## src/rtl/tt_um_carlosgs99_div_4bits_if.sv

```systemverilog
// Request/response bundle of the sequential divider: operands in, quotient/remainder/status out.
interface tt_um_carlosgs99_div_4bits_if #(
  parameter int unsigned bits = 4
);
  logic                  start;
  logic [2*bits-1:0]     P;
  logic [bits-1:0]       B;
  logic                  busy;
  logic                  done;
  logic                  dz;
  logic [2*bits-1:0]     Q;
  logic [bits-1:0]       R;

  modport master (
    output start, P, B,
    input  busy, done, dz, Q, R
  );

  modport slave (
    input  start, P, B,
    output busy, done, dz, Q, R
  );
endinterface

```

## src/rtl/tt_um_carlosgs99_div_4bits.sv

```systemverilog
// Sequential restoring divider: 2*bits-wide dividend by bits-wide divisor, one quotient bit per cycle.
// Inverts the companion multiplier, so P = A*B divided by B returns A with zero remainder.
module tt_um_carlosgs99_div_4bits #(
  parameter int unsigned bits = 4
) (
  input  logic                              clk,
  input  logic                              rst,
  tt_um_carlosgs99_div_4bits_if.slave       bus
);

  localparam int unsigned DW = 2 * bits;
  localparam int unsigned RW = bits + 1;
  localparam int unsigned CW = (DW > 1) ? $clog2(DW) : 1;

  typedef enum logic {
    IDLE = 1'b0,
    RUN  = 1'b1
  } state_t;

  state_t          state, state_d;

  logic [DW-1:0]   dvd, dvd_d;
  logic [DW-1:0]   quo, quo_d;
  logic [bits-1:0] dvs, dvs_d;
  logic [bits-1:0] rem, rem_d;
  logic [CW-1:0]   cnt, cnt_d;

  logic            busy_q, busy_d;
  logic            done_q, done_d;
  logic            dz_q, dz_d;
  logic [DW-1:0]   q_q, q_d;
  logic [bits-1:0] r_q, r_d;

  logic [RW-1:0]   trial;
  logic [RW-1:0]   diff;
  logic            ge;
  logic [bits-1:0] rem_step;
  logic [DW-1:0]   quo_step;
  logic            last;

  // One restoring step. The partial remainder stays below the divisor, so the
  // borrow out of the (bits+1)-wide subtraction is exactly the "trial < divisor" test.
  always_comb begin
    trial    = {rem, dvd[DW-1]};
    diff     = trial - {1'b0, dvs};
    ge       = ~diff[RW-1];
    rem_step = ge ? diff[bits-1:0] : trial[bits-1:0];
    quo_step = {quo[DW-2:0], ge};
    last     = (cnt == CW'(DW - 1));
  end

  // Next-state and datapath control
  always_comb begin
    state_d = state;
    dvd_d   = dvd;
    quo_d   = quo;
    dvs_d   = dvs;
    rem_d   = rem;
    cnt_d   = cnt;
    busy_d  = busy_q;
    done_d  = 1'b0;
    dz_d    = dz_q;
    q_d     = q_q;
    r_d     = r_q;

    case (state)
      IDLE: begin
        if (bus.start) begin
          if (bus.B == '0) begin
            // Divide by zero completes on the accept edge without entering RUN.
            q_d    = '1;
            r_d    = '0;
            dz_d   = 1'b1;
            done_d = 1'b1;
          end else begin
            state_d = RUN;
            busy_d  = 1'b1;
            dvd_d   = bus.P;
            dvs_d   = bus.B;
            rem_d   = '0;
            quo_d   = '0;
            cnt_d   = '0;
          end
        end
      end

      RUN: begin
        rem_d = rem_step;
        quo_d = quo_step;
        dvd_d = {dvd[DW-2:0], 1'b0};
        cnt_d = cnt + CW'(1);
        if (last) begin
          state_d = IDLE;
          busy_d  = 1'b0;
          done_d  = 1'b1;
          dz_d    = 1'b0;
          q_d     = quo_step;
          r_d     = rem_step;
          cnt_d   = '0;
        end
      end

      default: begin
        state_d = IDLE;
        busy_d  = 1'b0;
      end
    endcase
  end

  // State and output registers
  always_ff @(posedge clk or negedge rst) begin
    if (!rst) begin
      state  <= IDLE;
      dvd    <= '0;
      quo    <= '0;
      dvs    <= '0;
      rem    <= '0;
      cnt    <= '0;
      busy_q <= 1'b0;
      done_q <= 1'b0;
      dz_q   <= 1'b0;
      q_q    <= '0;
      r_q    <= '0;
    end else begin
      state  <= state_d;
      dvd    <= dvd_d;
      quo    <= quo_d;
      dvs    <= dvs_d;
      rem    <= rem_d;
      cnt    <= cnt_d;
      busy_q <= busy_d;
      done_q <= done_d;
      dz_q   <= dz_d;
      q_q    <= q_d;
      r_q    <= r_d;
    end
  end

  assign bus.busy = busy_q;
  assign bus.done = done_q;
  assign bus.dz   = dz_q;
  assign bus.Q    = q_q;
  assign bus.R    = r_q;

endmodule

```

## src/flat_wrapper.sv

```systemverilog
// flat-port wrapper written by rule: the top's interface ports become plain ports
module tt_um_carlosgs99_div_4bits_flat 
#(
  parameter int unsigned bits = 4
)
  (clk, rst, bus_start, bus_P, bus_B, bus_busy, bus_done, bus_dz, bus_Q, bus_R);
  tt_um_carlosgs99_div_4bits_if #(.bits(bits)) bus_i ();
  input  logic clk;
  input  logic rst;
  input wire logic [$bits(bus_i.start)-1:0] bus_start;
  input wire logic [$bits(bus_i.P)-1:0] bus_P;
  input wire logic [$bits(bus_i.B)-1:0] bus_B;
  output wire logic [$bits(bus_i.busy)-1:0] bus_busy;
  output wire logic [$bits(bus_i.done)-1:0] bus_done;
  output wire logic [$bits(bus_i.dz)-1:0] bus_dz;
  output wire logic [$bits(bus_i.Q)-1:0] bus_Q;
  output wire logic [$bits(bus_i.R)-1:0] bus_R;
  assign bus_i.start = bus_start;
  assign bus_i.P = bus_P;
  assign bus_i.B = bus_B;
  assign bus_busy = bus_i.busy;
  assign bus_done = bus_i.done;
  assign bus_dz = bus_i.dz;
  assign bus_Q = bus_i.Q;
  assign bus_R = bus_i.R;
  tt_um_carlosgs99_div_4bits #(.bits(bits)) u_core (.clk(clk), .rst(rst), .bus(bus_i));
endmodule
```

## config.mk

```make
export PLATFORM = sky130hd
export DESIGN_NAME = tt_um_carlosgs99_div_4bits_flat
export DESIGN_NICKNAME = d
export VERILOG_FILES = /design/src/rtl/tt_um_carlosgs99_div_4bits_if.sv /design/src/rtl/tt_um_carlosgs99_div_4bits.sv /design/src/flat_wrapper.sv
export SDC_FILE = /design/constraint.sdc
export NUM_CORES = 1
export LEC_CHECK = 0
export CAP_MARGIN = 20
export CORE_UTILIZATION = 45
export CTS_CLUSTER_SIZE = 28
export DETAILED_ROUTE_END_ITERATION = 16
export PLACE_DENSITY = 0.75
export SLEW_MARGIN = 25
export SYNTH_ARGS = -nofsm -noshare
export SYNTH_HDL_FRONTEND = slang
export SYNTH_SLANG_ARGS = --single-unit
```

## constraint.sdc

```tcl
create_clock -name clk -period 3.2 [get_ports clk]
set_clock_uncertainty 0.2 [all_clocks]
set_input_delay 0.64 -clock clk [delete_from_list [all_inputs] [get_ports clk]]
set_output_delay 0.64 -clock clk [all_outputs]
set_load 0.01 [all_outputs]
```

* After elaboration in Yosys (flattened, before gate mapping)
Index checks and enable logic that the tools add are counted.
** Cells by class
- Reductions and logical operators :: 5
- Mux-type cells :: 37
- Equal/unequal tests :: 5
- Add/sub/neg operators :: 2
- Bitwise gates (word level) :: 3
** Operators with widths (number)
- $mux 8 :: 5
- $pmux 8 s2 :: 2
- $mux 4 :: 6
- $pmux 4 s2 :: 2
- $mux 7 :: 2
- $pmux 7 s2 :: 1
- $mux 1 :: 11
- $mux 3 :: 3
- $reduce_and 3->1 :: 3
- $pmux 1 s2 :: 4
- $ne 2x2->1 const B :: 3
- $pmux 3 s2 :: 1
- $sub 5x4->5 :: 1
- $logic_not 4->1 :: 1
- $add 3x1->3 const B :: 1
- $eq 3x3->1 const B :: 1
- $not 1->1 :: 3
- $ne 2x1->1 const B :: 1
- $reduce_and 2->1 :: 1
** Storage, ports and cells
- Logic and storage cells :: 63
- Register bits :: 42

* Depth between registers and ports, before layout
- Depth in word-level cells :: 4
- Mapped depth :: 9
- Depth with buffers taken out :: 8

* Worst setup path after synthesis
OpenSTA, ideal clock, no wires.
- Path kind :: register to register
- Start point :: register u_core.dvd[7]
- End point :: register u_core.r_q[2], in the netlist u_core.bus.R[2]
- Cell stages (with the launch flop) :: 9
- Data arrival time :: 2.044 ns
- Setup slack :: 0.834 ns
- Cell sequence :: dfrtp_1 > inv_1 > ha_1 > inv_1 > fa_1 > a211oi_2 > nor2_1 > or3_1 > a32o_1
** On the way
- Longest elaborated chain between the ends :: 4
** RTL lines
- start: declaration :: line tt_um_carlosgs99_div_4bits.sv:22 : logic [DW-1:0] dvd, dvd_d;
- start signal: assignment :: line tt_um_carlosgs99_div_4bits.sv:126 : dvd <= dvd_d;
- $sub 5x4->5 :: line tt_um_carlosgs99_div_4bits.sv:45 : diff = trial - {1'b0, dvs};
- $mux 4 :: line tt_um_carlosgs99_div_4bits.sv:47 : rem_step = ge ? diff[bits-1:0] : trial[bits-1:0];
- $mux 4 :: line tt_um_carlosgs99_div_4bits.sv:92 : if (last) begin
- $pmux 4 s2 :: line tt_um_carlosgs99_div_4bits.sv:66 : case (state)
- end signal: assignment :: line tt_um_carlosgs99_div_4bits.sv:135 : r_q <= r_d;
- end: declaration :: line tt_um_carlosgs99_div_4bits.sv:32 : logic [bits-1:0] r_q, r_d;
No other way between the ends. The select of a mux whose other input is x is not followed.
A chain may end at the register's enable or synchronous reset.

* Worst setup path in the final report
Same ends and word-level chain as after synthesis.

==> impl_metrics.py <==
metrics = {
    "outcome": {
        "status": "completed",
    },
    "floorplan": {
        "die_area_um2": 4880,
        "die_h_um": 69.9,
        "die_x_um": 69.9,
        "core_area_um2": 4380,
        "num_rows": 24,
        "pin_count": 30,
        "start_util": 0.473,
    },
    "power": {
        "p_sw_frac": 0.385,
        "pwr-share-clk": 0.141,
        "seqPwrFrac": 0.370,
        "peakVddDrop_uv": 301,
        "p_leak_nw": 1.12,
        "power_mw": 2.50,
        "internal-power_mw": 1.54,
        "comb_power_share": 0.489,
        "switching_power_mw": 0.963,
        "pwr_density_cell_nw_per_um2": 1000,
    },
    "final_layout": {
        "area_growth_pct": 20.4,
        "layout.nets": 244,
        "drive_gt1_frac": 0.0852,
        "fillerInstances": 379,
        "antenna_cells": 0,
        "final_core_util": 0.569,
    },
    "critical_path": {
        "worst_path_most_repeated_cell": "inv_1",
        "cp.arrival_ns": 2.77,
        "crit_type": "reg2reg",
        "crit_path_max_fanout": 7,
        "cp.required_ns": 3.23,
        "path_cells": "inv_1, ha_1, inv_1, fa_1, a211o_2, a21oi_1, buf_4, or3_1, a32o_1",
        "critPathLaunchType": "register",
        "critPathCaptureType": "register",
        "cp_slowest_cell": "dfrtp_1",
        "critPathMaxStageDelay_ns": 0.43,
    },
    "synthesis": {
        "synth_area_leaders": "dfrtp_1 (51%), mux2i_1 (6.3%), o21ai_0 (3.9%), ha_1 (3.6%), nand2_1 (3.6%)",
        "synth_top_area_share": 0.507,
        "async_reset_ff_frac": 1.00,
        "synth_nets": 214,
        "ys_seq_area_frac": 0.507,
        "synthesis.area_um2": 2070,
        "synth_top_cell_by_area": "dfrtp_1",
        "syn_avg_cell_area_um2": 10.8,
        "syn_inst": 192,
        "yosys_warnings": 0,
        "ys_types": 47,
        "synthFlopType": "dfrtp_1",
        "synth_edf_count": 0,
        "ys_ff_latch": 42,
    },
    "route": {
        "first_pass_iters": 4,
        "vias": 1544,
        "wire_per_inst_um": 15.0,
        "ant_nets": 0,
        "drc": 0,
        "drtIter0Drc": 139,
        "viasPerCell": 5.61,
        "wirelength_mm": 4.12,
    },
    "clock_tree": {
        "cts_tree": "done",
        "h-tree-depth": 2,
        "clock_sinks": 42,
        "insertion_delay_ns": 0.29,
        "post-cts-setup-buffers": 0,
        "root_buffer": "clkbuf_8",
        "cts_buffers": 5,
        "cts_resized": 0,
        "cts_hold_buf": 0,
        "cts.path.max_buffers": 2,
        "path_clk_slew_ns": 0.08,
    },
    "place": {
        "place_ws_ns": 0.396,
        "gp_congestion": 0.861,
        "dpl.hpwl_mm": 2.85,
        "port_buffers": 29,
    },
    "timing": {
        "grt_setup_unrepaired": "false",
        "worst_pin_slew_ns": 0.741,
        "final_hold_viol_count": 0,
        "setup_ws_ns": 0.464,
        "setup_viol": 0,
        "slew_headroom": 0.505,
        "clock.fmax_ghz": 0.365,
        "finalHoldWorstSlack_ns": 0.123,
        "period_share": 0.855,
        "min_period_ns": 2.74,
        "maxSlewViolCount": 0,
        "fin_setup_tns_ns": 0,
    },
    "global_route": {
        "grt_pass1_vias": 1487,
        "grt_overflow_total": 0,
        "grt_max_degree": 43,
        "antenna_found_initial": 0,
        "track_usage": 0.189,
        "grt_pass1_wl_mm": 7.22,
    },
    "worst_hold_path": {
        "hold_class": "in2async",
    },
    "flow_run": {
        "max_cap_violations": 0,
    },
}
-- worst max-delay path: cells and delay by family, from the launching register on --
kind            cells  cell delay, ns
buf+inv             3            0.38
compound gates      3            0.95
simple gates        1            0.13
flops               1            0.43
fa+ha+maj           2            0.59
-- power groups by stage --
stage                     combinational, mW  clock (mW)  sequential (mW)
after detailed placement               1.22           0            0.934
after global placement                 1.21           0            0.932
after CTS                              1.23       0.360            0.925
final                                  1.22       0.352            0.927
after floorplan                       0.836           0            0.928
after global routing                   1.38       0.385            0.956
-- worst paths after layout --
| path | from | endpoint | slack (ns) | cells after the start |
|---|---|---|---|---|
| max | u_core.dvd[7] | u_core.bus.R[2] | 0.46 | 9 |
| min | rst | u_core.state | 0.12 | 1 |
| max reg2reg | u_core.dvd[7] | u_core.bus.R[2] | 0.46 | 9 |
| min reg2reg | u_core.bus.Q[4] | u_core.bus.Q[4] | 0.29 | 1 |
| max in group asynchronous | rst | u_core.bus.dz | 2.33 | 1 |
| min in group clk | u_core.bus.Q[4] | u_core.bus.Q[4] | 0.29 | 1 |
-- cells in the final DEF, fill, tap and decap left out, drive strengths merged, types with 3 or more instances in the layout --
cell,netlist,final
a22o,4,4
clkbuf,4,7
a21oi,6,6
o21ai,16,16
o21a,7,7
nand3b,8,8
dfrtp,42,42
clkdlybuf4s50,0,28
nor2,11,11
o211ai,3,3
ha,6,6
nand2b,3,3
nand2,20,20
nand3,6,6
buf,6,5
mux2i,13,13
nor2b,3,3
inv,6,6
-- state kept, by name, indices dropped and copies added (netlist names) --
name,count
u_core.bus.busy,1
u_core.bus.dz,1
u_core.quo,7
u_core.state,1
u_core.dvs,4
u_core.bus.done,1
u_core.bus.R,4
u_core.dvd,8
u_core.cnt,3
u_core.rem,4
u_core.bus.Q,8
-- Yosys cell counts (all sizes together) (4+ instances only) --
cell and n:
nor2 11, o21ai 16, dfrtp 42, ha 6
o21a 7, mux2i 13, a21oi 6, inv 6
clkbuf 4, nand3 6, nand3b 8, nand2 20
a22o 4, buf 6
-- logic make-up (layout without fill, tap and decap cells) --
family	after synthesis	in the layout	share of synthesized area
multiplexers	13	13	0.0628
XOR/XNOR	1	1	0.00423
buffers and inverters	17	48	0.0380
flip-flops	42	42	0.507
AO/OA/AOI/OAI	51	51	0.187
adder cells (fa/ha/maj)	7	7	0.0459
AND/OR/NAND/NOR	61	61	0.155
-- layout make-up --
cell class / count / area, µm² / area share
Sequential cell: 42 / 1050 / 0.421
Clock buffer: 7 / 86.3 / 0.0346
Clock inverter: 1 / 5.00 / 0.00201
Timing Repair Buffer: 33 / 318 / 0.127
Multi-Input combinational cell: 133 / 942 / 0.378
Tap cell: 52 / 65.1 / 0.0261
Inverter: 7 / 26.3 / 0.0105
-- per-layer routing --
layer  GRT usage  wire length (µm)  vias to the layer above
met3      0.0317               110                        5
met5           0                 0                        -
met2       0.283              1920                       28
met4      0.0800                54                        0
met1       0.272              2040                      763
li1            -                 -                      748
-- stage by stage --
step           std cells  area [µm²]
2_1_floorplan        192        2070
3_3_place_gp         267        2400
3_5_place_dp         267        2400
4_1_cts              275        2490
5_1_grt              275        2490
6_report             275        2490
Power figures use the tool's default switching activity.
